[src/rtl/sfifo_wr_arb.sv]
// Two-port burst-locking write arbiter in front of a sync FIFO.
// Flow control is driven by a local credit counter.
module sfifo_wr_arb #(
  parameter int WIDTH = 8,
  parameter int DEPTH = 16
) (
  input  logic                       clk,
  input  logic                       rst_n,
  input  logic                       req0_valid,
  input  logic [WIDTH-1:0]           req0_data,
  input  logic                       req0_last,
  output logic                       req0_ready,
  input  logic                       req1_valid,
  input  logic [WIDTH-1:0]           req1_data,
  input  logic                       req1_last,
  output logic                       req1_ready,
  input  logic                       fifo_rd,
  output logic                       fifo_winc,
  output logic [WIDTH-1:0]           fifo_wdata,
  output logic [$clog2(DEPTH):0]     credit
);

  localparam int CW = $clog2(DEPTH) + 1;

  typedef enum logic [1:0] {
    IDLE,
    LOCK0,
    LOCK1
  } state_t;

  state_t           state;
  logic             last_srv;
  logic             grant0;
  logic             grant1;
  logic             has_credit;
  logic             xfer0;
  logic             xfer1;
  logic             xfer;
  logic             rd_eff;
  logic             sel_last;
  logic [WIDTH-1:0] sel_data;

  // Grants depend only on state and valids, never on ready.
  always_comb begin
    grant0 = 1'b0;
    grant1 = 1'b0;
    unique case (state)
      IDLE: begin
        grant0 = req0_valid & (~req1_valid | last_srv);
        grant1 = req1_valid & (~req0_valid | ~last_srv);
      end
      LOCK0: grant0 = 1'b1;
      LOCK1: grant1 = 1'b1;
      default: ;
    endcase
  end

  assign has_credit = (credit != '0);
  assign req0_ready = rst_n & grant0 & has_credit;
  assign req1_ready = rst_n & grant1 & has_credit;
  assign xfer0      = req0_valid & req0_ready;
  assign xfer1      = req1_valid & req1_ready;
  assign xfer       = xfer0 | xfer1;
  assign sel_data   = xfer1 ? req1_data : req0_data;
  assign sel_last   = xfer1 ? req1_last : req0_last;
  assign rd_eff     = fifo_rd & (credit != CW'(DEPTH));

  // Arbitration FSM: lock onto a port until its last beat.
  always_ff @(posedge clk or negedge rst_n) begin
    if (!rst_n) begin
      state    <= IDLE;
      last_srv <= 1'b1;
    end else begin
      unique case (state)
        IDLE: begin
          if (xfer) begin
            last_srv <= xfer1;
            if (!sel_last) state <= xfer1 ? LOCK1 : LOCK0;
          end
        end
        LOCK0: if (xfer0 && req0_last) state <= IDLE;
        LOCK1: if (xfer1 && req1_last) state <= IDLE;
        default: state <= IDLE;
      endcase
    end
  end

  // Registered write strobe; data holds when idle.
  always_ff @(posedge clk or negedge rst_n) begin
    if (!rst_n) begin
      fifo_winc  <= 1'b0;
      fifo_wdata <= '0;
    end else begin
      fifo_winc <= xfer;
      if (xfer) fifo_wdata <= sel_data;
    end
  end

  // Free-slot counter; pops at full credit are ignored.
  always_ff @(posedge clk or negedge rst_n) begin
    if (!rst_n) begin
      credit <= CW'(DEPTH);
    end else begin
      unique case ({xfer, rd_eff})
        2'b10:   credit <= credit - CW'(1);
        2'b01:   credit <= credit + CW'(1);
        default: credit <= credit;
      endcase
    end
  end

endmodule

[config.mk]
export PLATFORM = sky130hd
export DESIGN_NAME = sfifo_wr_arb
export DESIGN_NICKNAME = d
export VERILOG_FILES = /design/src/rtl/sfifo_wr_arb.sv
export SDC_FILE = /design/constraint.sdc
export NUM_CORES = 1
export LEC_CHECK = 0
export ABC_AREA = 1
export CELL_PAD_IN_SITES_DETAIL_PLACEMENT = 1
export CELL_PAD_IN_SITES_GLOBAL_PLACEMENT = 1
export CORE_MARGIN = 5
export CORE_UTILIZATION = 42
export CTS_CLUSTER_SIZE = 8
export DETAILED_ROUTE_END_ITERATION = 10
export DONT_BUFFER_PORTS = 1
export PLACE_DENSITY_LB_ADDON = 0.1
export RECOVER_POWER = 100
export SLEW_MARGIN = 20
export SYNTH_ARGS = -nofsm -noshare
export SYNTH_HDL_FRONTEND = slang
export SYNTH_SLANG_ARGS = --single-unit
[constraint.sdc]
create_clock -name clk -period 3.5 [get_ports clk]
set_input_delay 0.7 -clock clk [delete_from_list [all_inputs] [get_ports clk]]
set_output_delay 0.7 -clock clk [all_outputs]
set_load 0.01 [all_outputs]
Word-level counts from Yosys, hierarchy flattened
Cells that the tools add are included.
{ "classes": {"add_sub_neg": 2, "eq_ne": 9, "n_mux": 11, "bitwise": 15, "n_reduce_logical": 7} }
{ "ops": {"columns": ["op", "n"], "rows": [
  ["$mux W2", 5],
  ["$pmux W5 S2", 1],
  ["$and A1 B1 Y1", 9],
  ["$mux W8", 1],
  ["$ne A2 B2 Y1 const B", 4],
  ["$pmux W2 S3", 1],
  ["$add A5 B1 Y5 const B", 1],
  ["$ne A5 B5 Y1 const B", 1],
  ["$reduce_bool A5 Y1", 1],
  ["$sub A5 B1 Y5 const B", 1],
  ["$eq A2 B1 Y1 const B", 2],
  ["$eq A2 B2 Y1 const B", 2],
  ["$pmux W1 S2", 2],
  ["$reduce_and A4 Y1", 1],
  ["$not A1 Y1", 3],
  ["$or A1 B1 Y1", 3],
  ["$logic_and A1 B1 Y1", 2],
  ["$logic_not A2 Y1", 1],
  ["$reduce_and A2 Y1", 1],
  ["$reduce_bool A2 Y1", 1],
  ["$mux W1", 1]
]} }
{ "totals": {"register_bits": 17, "in_bits": 23, "out_inout_bits": 16, "elab_cells": 49} }

Longest topological paths before layout
Gate-level depths: netlist of the first run.
{ "depth": {"ltp_word": 11, "mapped_depth": 16} }

Worst setup path before layout of the first run
Ideal clock, no wire load.
{ "synth_path": {"path_kind": "input port to flip-flop", "startpoint": "input req0_valid", "endpoint": "register credit[4]", "t_arrival_ps": 2499, "path_slack_ps": 926, "stages": 15, "n_path_buf": 0, "cell_sequence": "inv_1 > nor2_1 > nand2_1 > nand2_1 > nand4_1 > nand2_2 > inv_2 > ha_1 > inv_1 > fa_1 > a21o_1 > a21oi_1 > nor2_1 > nor2_1 > xor2_1"} }
{ "synth_via": {"elab_chain_cells": 10, "elab_cells_between_ends": 17, "classes_between": "eq/ne: 2; mux: 3; bitwise: 11; reduce/logical: 1"} }
{ "synth_rtl": {"columns": ["item", "line", "rtl"], "rows": [
  ["start: declaration", "9", "input logic req0_valid,"],
  ["$not A1 Y1", "50", "grant1 = req1_valid & (~req0_valid | ~last_srv);"],
  ["$or A1 B1 Y1", "50", null],
  ["$and A1 B1 Y1", "50", null],
  ["$pmux W1 S2", "47", "unique case (state)"],
  ["$and A1 B1 Y1 (2 in series)", "60", "assign req1_ready = rst_n & grant1 & has_credit;"],
  ["$and A1 B1 Y1", "62", "assign xfer1 = req1_valid & req1_ready;"],
  ["$or A1 B1 Y1 *", "63", "assign xfer = xfer0 | xfer1;"],
  ["net xfer", "38", "logic xfer;"],
  ["$eq A2 B1 Y1 or $eq A2 B2 Y1 (tied branches)", "104", "unique case ({xfer, rd_eff})"],
  ["$pmux W5 S2 or $reduce_bool A2 Y1 (tied branches)", null, null],
  ["end signal: assignment", "105", "2'b10: credit <= credit - CW'(1);"],
  ["end signal: assignment", "106", "2'b01: credit <= credit + CW'(1);"],
  ["end signal: assignment", "107", "default: credit <= credit;"],
  ["end: declaration", "20", "output logic [$clog2(DEPTH):0] credit"]
]} }
The timed path passes the listed nets; every way through them passes the cells marked *.
A chain may end at the register's enable or synchronous reset.

Worst setup path after layout of the first run
{ "layout_path": {"startpoint": "register credit[0]", "endpoint": "register credit[4]"} }
{ "layout_via": {"elab_chain_cells": 6, "elab_cells_between_ends": 14, "classes_between": "add/sub: 2; eq/ne: 3; mux: 1; bitwise: 6; reduce/logical: 2"} }
{ "layout_rtl": {"columns": ["item", "line", "rtl"], "rows": [
  ["start signal: assignment", "102", "credit <= CW'(DEPTH);"],
  ["start signal: assignment", "105", null],
  ["start signal: assignment", "106", null],
  ["$reduce_bool A5 Y1 *", "58", "assign has_credit = (credit != '0);"],
  ["$and A1 B1 Y1 (on tied branches)", "59, 60", null],
  ["$and A1 B1 Y1 (on tied branches)", "61, 62", null],
  ["$or A1 B1 Y1 *", "63", null],
  ["net xfer", "38", null],
  ["$eq A2 B1 Y1 or $eq A2 B2 Y1 (tied branches)", "104", null],
  ["$pmux W5 S2 or $reduce_bool A2 Y1 (tied branches)", null, null]
]} }
Marked as above.

==> results.cfg, run 1 <==
[logic_synthesis]
yosysTopAreaCell = dfrtp_1
synth_area_leaders = dfrtp_1, nand2_1, nor2_1, inv_1, o21ai_0
synth_flop_cell = dfrtp_1
syn_area_per_cell_um2 = 7.555
synth_seq_cells = 17
synth_seq_area_share_pct = 42.91
yosysUniqueCellTypes = 23
synth_edf_count = 0
yosysMostFrequentCell = nand2_1
synth_nets = 160
synth_top_cells_by_count = nand2_1, nor2_1, dfrtp_1, inv_1, o21ai_0
yosys_warnings = 0
synth-async-reset-ratio_pct = 100.0
synthCells = 132
synth.top_cell.area_share_pct = 37.64
syn_area_um2 = 997.2

[placed_design]
place_congestion = 0.8726
portBuffers = 0
dp.final_hpwl_mm = 1.966

[die]
rows = 17
core_area_um2 = 2233
dieWidth_um = 58.73
io-pin-count = 39
floorplan.initialDensity_pct = 44.65
fp.dieH_um = 58.73
die_area_um2 = 3449

[sta]
fmax_ghz = 0.3422
min_period_over_period_pct = 83.50
fin_crit_ns = 2.922
setup_viol = 0
fin_hold_ws_ns = 0.07824
tightest_slew_ns = 0.4941
rsz0062_at_grt = no
report.final.slew_viol_count = 0
hold_violations = 0
slew_headroom_pct = 67.06
fin_tns_setup_ns = 0
skew_ns = 0.001397

[cts]
cts_num_sinks = 17
cts_inserted_buffers = 3
ctsRootBufferMaster = clkbuf_4
cts_tree = done
clock_latency_ns = 0.30
ctsLongestPathBuffers = 2
clk_pin_slew_ns = 0.11
post_cts_resized = 0
hold_buffers = 0
post_cts_buffers = 0
cts_htree_levels = 1

[worst_hold_path]
holdCritPathClass = in2async

[worst_setup_path]
crit_top_cell = nor2_1
ff2ff_path_depth = 13
r2r_slack_ns = 0.58
end_kind = register
critical_path_buf_inv_count = 2
worstSetupStartpointType = register
crit_family = simple AND/OR/NAND/NOR gates
critPathRequiredTime_ns = 3.74
worstPathMaxFanout = 10
crit_arrival_ns = 3.16
crit_type = reg2reg
worstReg2RegEnd = credit[4]
path_cells = nor2_1 > nand3_1 > nand4_1 > nand2_1 > inv_2 > ha_1 > inv_1 > fa_1 > a21o_1 > a21oi_1 > nor2_1 > nor2_1 > xor2_1
slowest_delay_ns = 0.51
cp_slowest_cell = dfrtp_1
reg2reg_from = credit[0]

[power]
power_density_nw_per_um2 = 855.8
ir_worst_vdd_uv = 443.4
total_power_mw = 0.8941
power.static_leakage_nw = 0.5472

[detailed_routing]
wl_mm = 2.465
first_iter_violations = 16
vias = 869
viasPerCell = 5.299
drc = 0
ant_nets = 0
wl_per_cell_um = 15.03
firstDrtPassIters = 2

[layout]
diodes = 0
multiInputGateArea_um2 = 488.0
fillers = 296
syn_to_final_growth_pct = 4.768
final_core_util_pct = 46.78
final-seq-area_um2 = 427.9
drive_above_1_share_pct = 5.147
layout.nets = 165

[global_routing]
gr-total-overflow = 0
grt_pass1_vias = 938
grt_max_degree = 21
grt_pass1_wl_mm = 4.133
track_usage_pct = 15.39
antenna_found_initial = 0

[run]
timing.max_cap.violations = 0

[status]
status = finished, final reports clean
flip-flops by register name (all words and copies together) (netlist names):
name and cells:
last_srv 1, state 2, fifo_winc 1, fifo_wdata 8
credit 5
power breakdown:
group	leakage [nW]	total [mW]	internal, mW	switching (mW)
clock network	0.0139	0.114	0.0435	0.0708
logic	0.328	0.357	0.146	0.211
registers	0.205	0.422	0.293	0.129
per-layer routing:
| layer | vias up | global-route usage [%] | wire length (um) |
|---|---|---|---|
| met1 | 400 | 18.76 | 1086 |
| met3 | 0 | 6.798 | 218 |
| li1 | 437 | - | - |
| met5 | - | 0 | 0 |
| met2 | 32 | 25.24 | 1159 |
| met4 | 0 | 2.913 | 0 |
per-stage QoR:
step | instances | setup slack, ns | area [um^2]
finish | 164 | 0.5776 | 1045
global placement | 160 | 0.7566 | 1035
CTS | 164 | 0.6612 | 1065
floorplan | 132 | 0.9264 | 997.2
global route | 164 | 0.2455 | 1045
detailed placement | 160 | 0.6308 | 1035
cell type report:
class	count	share of cell area, %
Clock buffer	3	2.156
Clock inverter	1	0.7186
Inverter	16	5.749
Multi-Input combinational cell	98	46.71
Tap cell	28	3.353
Timing Repair Buffer	1	0.3593
Sequential cell	17	40.96
worst max path at each step:
stage	from	end	slack [ns]	depth (start not counted)
global route	credit[0]	credit[4]	0.25	13
global placement	req0_valid	credit[4]	0.76	15
floorplan	req0_valid	credit[4]	0.93	15
detailed placement	req0_valid	credit[4]	0.63	15
CTS	credit[1]	credit[4]	0.66	13
finish	credit[0]	credit[4]	0.58	13
cell families (layout without fill, tap and decap cells):
| group | after synthesis | after routing | synth area share, % |
|---|---|---|---|
| and+or+nand+nor | 64 | 64 | 27.48 |
| buffers and inverters | 17 | 21 | 6.523 |
| AOI/OAI and AO/OA | 27 | 27 | 14.30 |
| adders and majority gates | 5 | 5 | 7.027 |
| xor gates and xnor gates | 2 | 2 | 1.757 |
| DFF | 17 | 17 | 42.91 |
placed cells by master, fill, tap and decap left out, types with 2 or more instances in the layout:
cell type	synthesis	final
dfrtp_1	15	15
o21ai_0	11	18
inv_1	15	15
nand4_1	2	3
a21o_1	2	2
a21oi_1	4	4
nand2_1	33	34
nor2_1	19	20
nand3_1	5	6
ha_1	4	4
clkbuf_4	0	3
a31oi_1	2	2
(Power assumes the default switching activity.)
==> inputs of run 2 (changes only) <==
- CORE_UTILIZATION: 42 -> 38
- clock period: 3.5 -> 2.5 ns (I/O delays scaled with it)
==> results.cfg, run 2 (synthesized netlist as in run 1, its figures left out) <==
[layout]
fillers = 327
layout.nets = 178
layout_commonest_cell = nand2_1
top_regs = fifo_wdata: 8 flops, credit: 5 flops, state: 2 flops
diodes = 0
layoutNonFillerInstCount = 179
final_cell_mix = nand2_1, nor2_1, o21ai_0
syn_to_final_growth_pct = 18.70
multiInputGateArea_um2 = 538.0
regMostFlops = fifo_wdata
final-seq-area_um2 = 427.9
drive_above_1_share_pct = 16.11
final_cell_area_um2 = 1184
largest_reg_flops = 8

[sta]
report.final.slew_viol_count = 0
hold_violations = 0
min_period_over_period_pct = 96.58
tightest_slew_ns = 0.7177
setup_viol = 0
slew_headroom_pct = 52.00
fin_crit_ns = 2.415
skew_ns = 0.003557
fin_hold_ws_ns = 0.02728
fin_tns_setup_ns = 0
fmax_ghz = 0.4141

[placed_design]
dp_cells = 169
place_area_um2 = 1090
dp.final_hpwl_mm = 2.165
portBuffers = 0
place_congestion = 0.7797

[detailed_routing]
vias = 948
firstDrtPassIters = 3
first_iter_violations = 18
ant_nets = 0
viasPerCell = 5.296
wl_per_cell_um = 16.54
drc = 0
wl_mm = 2.961

[global_routing]
track_usage_pct = 16.83
grt_pass1_wl_mm = 4.629
gr-total-overflow = 0
antenna_found_initial = 0
grt_max_degree = 16
grt_pass1_vias = 1014

[worst_setup_path]
worstPathMaxFanout = 4
cp_slowest_cell = dfstp_2
critical_path_buf_inv_count = 3
ff2ff_path_depth = 16
path_cells = inv_1 > nand2_1 > nand2_1 > nand2_1 > nand4_1 > nand2_2 > inv_2 > ha_4 > inv_4 > ha_4 > a21o_1 > a21oi_2 > nand2_1 > nand2_1 > nor2_1 > xor2_1
crit_start = last_srv
r2r_slack_ns = 0.09
crit_top_cell = nand2_1
crit_arrival_ns = 2.64
worstReg2RegEnd = credit[4]
end_kind = register
worstSetupStartpointType = register
critPathRequiredTime_ns = 2.73
crit_type = reg2reg
slowest_delay_ns = 0.57
reg2reg_from = last_srv
crit_family = simple AND/OR/NAND/NOR gates

[cts]
clk_pin_slew_ns = 0.11
cts_num_sinks = 17
ctsRootBufferMaster = clkbuf_4
ctsLongestPathBuffers = 2
cts_tree = done
cts_htree_levels = 1
clock_latency_ns = 0.30
cts_inserted_buffers = 3

[die]
rows = 18
fp.dieH_um = 61.23
core_area_um2 = 2500
io-pin-count = 39
dieWidth_um = 61.23
floorplan.initialDensity_pct = 39.89
die_area_um2 = 3749

[status]
status = finished, final reports clean

[run]
timing.max_cap.violations = 0

[power]
power.static_leakage_nw = 0.5940
ir_worst_vdd_uv = 562.0
power_density_nw_per_um2 = 1214

[worst_hold_path]
holdCritPathClass = in2async
## run 2: through the flow
stage | worst slack [ns] | utilization [%] | power, mW
after floorplan | 0.02846 | - | 0.9827
after global placement | 0.09471 | 43.59 | 1.177
after detailed placement | 0.001862 | 43.59 | 1.219
after CTS | 0.01370 | 45.30 | 1.397
after global routing | -0.09016 | 47.35 | 1.578
final | 0.08538 | 47.35 | 1.437
## run 2: where the power goes
group          switching (mW)  total [mW]  leakage, nW  internal, mW
Combinational           0.448       0.746        0.375         0.297
Sequential              0.120       0.532        0.205         0.413
Clock                  0.0985       0.159       0.0139        0.0609
## run 2: how the worst max path moves through the flow
stage | endpoint | slack (ns) | depth (start not counted)
6_report | credit[4] | 0.09 | 16
5_1_grt | credit[4] | -0.09 | 15
4_1_cts | credit[4] | 0.01 | 15
3_5_place_dp | credit[4] | 0.002 | 13
3_3_place_gp | credit[4] | 0.09 | 13
2_1_floorplan | credit[4] | 0.03 | 13
## run 2: area by class of cell
class | count | share of cell area, %
clock buffers | 3 | 1.903
clock inverters | 1 | 0.6342
inverters | 16 | 5.285
multi-input cells | 98 | 45.45
flip-flops and latches | 17 | 36.15
well taps | 30 | 3.171
repair buffers | 14 | 7.400
## run 2: per-layer routing
metal,GRT usage (%),routed length [um],share of wire (%)
met1,20.70,1274,43
met2,29.61,1453,49
met3,4.822,204,6.9
met4,2.786,28,0.95
met5,0,0,0
## run 2: timing repair
item / in CTS / in global routing
pin swaps: 0 / 8
resized for setup: 1 / 8
hold buffers: 1 / 1
setup buffers: 0 / 4
setup endpoints to repair: 1 / 2
endpoints found under the hold margin: 15 / 1
